[config.mk]
export PLATFORM = sky130hd
export DESIGN_NAME = sync_fifo_param
export DESIGN_NICKNAME = d
export VERILOG_FILES = /design/src/rtl/sync_fifo_param.sv
export SDC_FILE = /design/constraint.sdc
export NUM_CORES = 1
export LEC_CHECK = 0
export ABC_AREA = 0
export BUFFER_PORTS_ARGS = -buffer_cell sky130_fd_sc_hd__buf_2
export CAP_MARGIN = 40
export CORE_MARGIN = 5
export CORE_UTILIZATION = 59
export DETAILED_ROUTE_END_ITERATION = 10
export MAX_ROUTING_LAYER = met4
export PLACE_DENSITY = 0.86
export SYNTH_ARGS = -nofsm -noshare
export SYNTH_HDL_FRONTEND = slang
export SYNTH_SLANG_ARGS = --single-unit
[constraint.sdc]
create_clock -name clk -period 3.25 [get_ports clk]
set_input_delay 0.325 -clock clk [delete_from_list [all_inputs] [get_ports clk]]
set_output_delay 0.325 -clock clk [all_outputs]
set_load 0.005 [all_outputs]
[src/rtl/sync_fifo_param.sv]
// Parametrised single-clock FIFO with occupancy count, threshold flags,
// read-valid strobe, synchronous flush and sticky overflow/underflow flags.
module sync_fifo_param #(
    parameter int unsigned WIDTH    = 16,
    parameter int unsigned DEPTH    = 8,
    parameter int unsigned AF_LEVEL = DEPTH - 2,
    parameter int unsigned AE_LEVEL = 2
) (
    input  logic                     clk,
    input  logic                     rst,
    input  logic                     flush,
    input  logic                     clr_err,
    input  logic [WIDTH-1:0]         data_in,
    input  logic                     push,
    input  logic                     pull,
    output logic [WIDTH-1:0]         data_out,
    output logic                     rd_valid,
    output logic                     empty,
    output logic                     full,
    output logic                     almost_empty,
    output logic                     almost_full,
    output logic [$clog2(DEPTH):0]   count,
    output logic                     overflow,
    output logic                     underflow
);

    localparam int unsigned AW = $clog2(DEPTH);
    localparam int unsigned CW = AW + 1;

    logic [WIDTH-1:0] mem [DEPTH];
    logic [AW-1:0]    wa;
    logic [AW-1:0]    ra;
    logic             pull_ok;
    logic             push_ok;
    logic             ovf_set;
    logic             unf_set;

    // Status flags decode the registered count only, never push/pull.
    assign empty        = (count == '0);
    assign full         = (count == CW'(DEPTH));
    assign almost_empty = (count <= CW'(AE_LEVEL));
    assign almost_full  = (count >= CW'(AF_LEVEL));

    // A push into a full FIFO is accepted only when a read frees a slot at the same edge.
    always_comb begin
        pull_ok = pull & ~empty;
        push_ok = push & (~full | pull_ok);
        ovf_set = ~flush & push & ~push_ok;
        unf_set = ~flush & pull & empty;
    end

    always_ff @(posedge clk) begin
        if (!rst && !flush && push_ok) begin
            mem[wa] <= data_in;
        end
    end

    // Pointers, occupancy and registered read port.
    always_ff @(posedge clk) begin
        if (rst) begin
            wa       <= '0;
            ra       <= '0;
            count    <= '0;
            data_out <= '0;
            rd_valid <= 1'b0;
        end else if (flush) begin
            wa       <= '0;
            ra       <= '0;
            count    <= '0;
            rd_valid <= 1'b0;
        end else begin
            rd_valid <= pull_ok;
            if (push_ok) begin
                wa <= wa + AW'(1);
            end
            if (pull_ok) begin
                data_out <= mem[ra];
                ra       <= ra + AW'(1);
            end
            count <= count + CW'(push_ok) - CW'(pull_ok);
        end
    end

    // Sticky error flags; a new error wins over clr_err in the same cycle.
    always_ff @(posedge clk) begin
        if (rst) begin
            overflow  <= 1'b0;
            underflow <= 1'b0;
        end else begin
            if (ovf_set) begin
                overflow <= 1'b1;
            end else if (clr_err) begin
                overflow <= 1'b0;
            end
            if (unf_set) begin
                underflow <= 1'b1;
            end else if (clr_err) begin
                underflow <= 1'b0;
            end
        end
    end

endmodule
==> results.json <==
{
  "synth_nets": 349,
  "ant_nets": 0,
  "drt-wirelength-per-cell_um": 21.9,
  "synth-seq-area-share_pct": 71.4,
  "row_count": 37,
  "synth_most_common_cell": "edfxtp_1",
  "area_growth_pct": 16.9,
  "r2r_cells": 7,
  "ctsHtreeMaxLevel": 4,
  "path_clk_slew_ps": 60,
  "finalSetupViolCount": 0,
  "io_pins": 49,
  "power.total_w": 0.00447,
  "regToRegStartpoint": "count[2]",
  "met1_length_um": 4470,
  "overflow": 0,
  "max_stage_delay_ps": 460,
  "rsz0062_at_grt": "no",
  "yosys_most_used_dff": "edfxtp_1",
  "nets": 418,
  "ys_ff_latch": 157,
  "clock_path_buffers": 2,
  "crit_start": "count[2]",
  "hpwl_um": 6850,
  "vias_per_cell": 5.84,
  "fmax_ghz": 0.413,
  "final_max_slew_viol_count": 0,
  "antenna_found_initial": 0,
  "ys.warnings.count": 0,
  "yosys.area.top_type": "edfxtp_1",
  "die_area_um2": 12600,
  "setup_tns_ps": 0,
  "synth_top_area_share_pct": 62.1,
  "synthTopCellsByCount": "edfxtp_1, dfxtp_1, mux4_1",
  "synth-edff-count": 128,
  "finClkSkew_ps": 7.58,
  "drtIter0Drc": 236,
  "maxCapViolCount": 0,
  "fill_cells": 625,
  "grt_first_pass_wirelength_um": 18400,
  "port_buffers": 48,
  "placeableCoreArea_um2": 10300,
  "crit_required_ps": 3460,
  "drc": 0,
  "syn_inst": 316,
  "p_leak_nw": 2.58,
  "layoutNonFillerInstCount": 534,
  "clock-sinks": 157,
  "crit_slowest_cell": "or3_1",
  "power_density_nw_per_um2": 617,
  "critical_path_class": "flip-flop to flip-flop",
  "die_width_um": 112,
  "clock_latency_ps": 520,
  "tightest_slew_ps": 692,
  "grt_usage_pct": 20.3,
  "drive_gt1_share_pct": 30.9,
  "ctsHoldBuffers": 0,
  "initial_utilization_pct": 60.3,
  "dr.max_layer_used": "met4",
  "synth-async-reset-ratio_pct": 0,
  "period_minus_slack_ps": 2420,
  "synth_cell_types": 35,
  "cts_tree": "done",
  "min_period_over_period_pct": 74.5,
  "postCtsSetupBuffers": 0,
  "endpoint_kind": "flip-flop",
  "start_kind": "flip-flop",
  "syn_area_um2": 6190,
  "dp.cells": 502,
  "num_vias": 3119,
  "grt_start_max_net_pins": 35,
  "hold_path_depth": 2,
  "vdd_drop_max_mv": 0.395,
  "die_y_um": 112,
  "routed-wl-met2_um": 6070,
  "cts_resized": 0,
  "hp-class": "primary input to flip-flop",
  "antenna_cells": 0,
  "relSlewSlack_pct": 53.9,
  "worstSetupPathDepth": 7,
  "crit_family": "simple AND/OR/NAND/NOR gates",
  "cp.buffers_inverters": 2,
  "crit_fanout": 11,
  "synth_area_leaders": "edfxtp_1, mux4_1, dfxtp_1, mux2_2, mux4_2",
  "gp_congestion": 0.781,
  "syn_area_per_cell_um2": 19.6,
  "root_buffer": "clkbuf_8",
  "outcome": "complete, no violations",
  "hold_viol_final": 0,
  "cts_buffers": 17,
  "routed_wl_um": 11700,
  "wl_met3_um": 929,
  "path_cells": "inv_1, ha_1, or3b_1, o21ai_1, or3_1, nor2_1, buf_4",
  "arrival_ps": 2630,
  "grt_pass1_vias": 3219,
  "first_pass_iters": 4,
  "hp-start": "rst"
}
==> final cells by class <==
cell class,instances,area [um^2],area share (%)
Inverter,11,41.3,0.570
Sequential cell,157,4430,61.1
Clock inverter,13,181,2.51
Timing Repair Buffer,64,380,5.25
Tap cell,136,170,2.35
Multi-Input combinational cell,134,1620,22.4
Clock buffer,19,422,5.83
==> routing by layer <==
layer,global-route usage (%),vias up
met1,24.5,1557
met5,-,-
li1,-,1417
met2,33.5,124
met4,7.53,0
met3,5.01,21
==> where the power goes <==
group | leakage [nW] | total [W] | internal [W] | switching, W
registers | 1.39 | 0.00223 | 0.00220 | 0.0000259
logic | 0.910 | 0.000237 | 0.000113 | 0.000124
clock network | 0.285 | 0.00201 | 0.00119 | 0.000811
total | 2.58 | 0.00447 | 0.00351 | 0.000960
==> registers in the layout, indices dropped and copies added, names as in the netlist <==
register,cells
mem,128
data_out,16
count,4
ra,3
wa,3
overflow,1
rd_valid,1
underflow,1
==> placed cells by master (no fill, tap or decap), drive strengths merged, types with 3 or more instances in the layout <==
cell type,count
buf,64
ha,10
nand3,3
edfxtp,128
mux4,32
dfxtp,29
nor2,18
mux2,16
a22o,16
inv,17
nor2b,3
a21oi,5
clkinvlp,3
xor2,4
clkbuf,19
bufinv,3
nand2,7
==> per-stage QoR <==
step | setup slack, ps | util (%) | cell area, um^2 | hold WS, ps
4_1_cts | 828 | 70.4 | 7240 | 8.15
3_3_place_gp | 937 | 64.4 | 6620 | 457
3_5_place_dp | 856 | 64.6 | 6640 | 461
5_1_grt | 608 | 70.4 | 7240 | 19.7
2_1_floorplan | 260 | - | 6190 | 397
6_report | 828 | 70.4 | 7240 | 31.2
==> final timing paths <==
| check | to | slack [ps] |
|---|---|---|
| max | mem[7][1] | 830 |
| min | overflow | 30 |
| max reg2reg | mem[7][1] | 830 |
| min reg2reg | data_out[6] | 470 |
==> cells by family after synthesis <==
family / after synthesis / share of synthesized area [%]
compound gates: 26 / 3.29
xor+xnor: 6 / 0.848
fa+ha+maj: 11 / 2.34
buf+inv: 25 / 2.61
flops: 157 / 71.4
mux: 49 / 16.2
simple gates: 42 / 3.25
==> worst reg2reg max path, cell delays in order, from the launching register on <==
cell and delay [ps]:
dfxtp_1 380, inv_1 110, ha_1 210, or3b_1 280, o21ai_1 170, or3_1 460, nor2_1 230, buf_4 280
No activity file was read; power rests on OpenSTA's default activity.
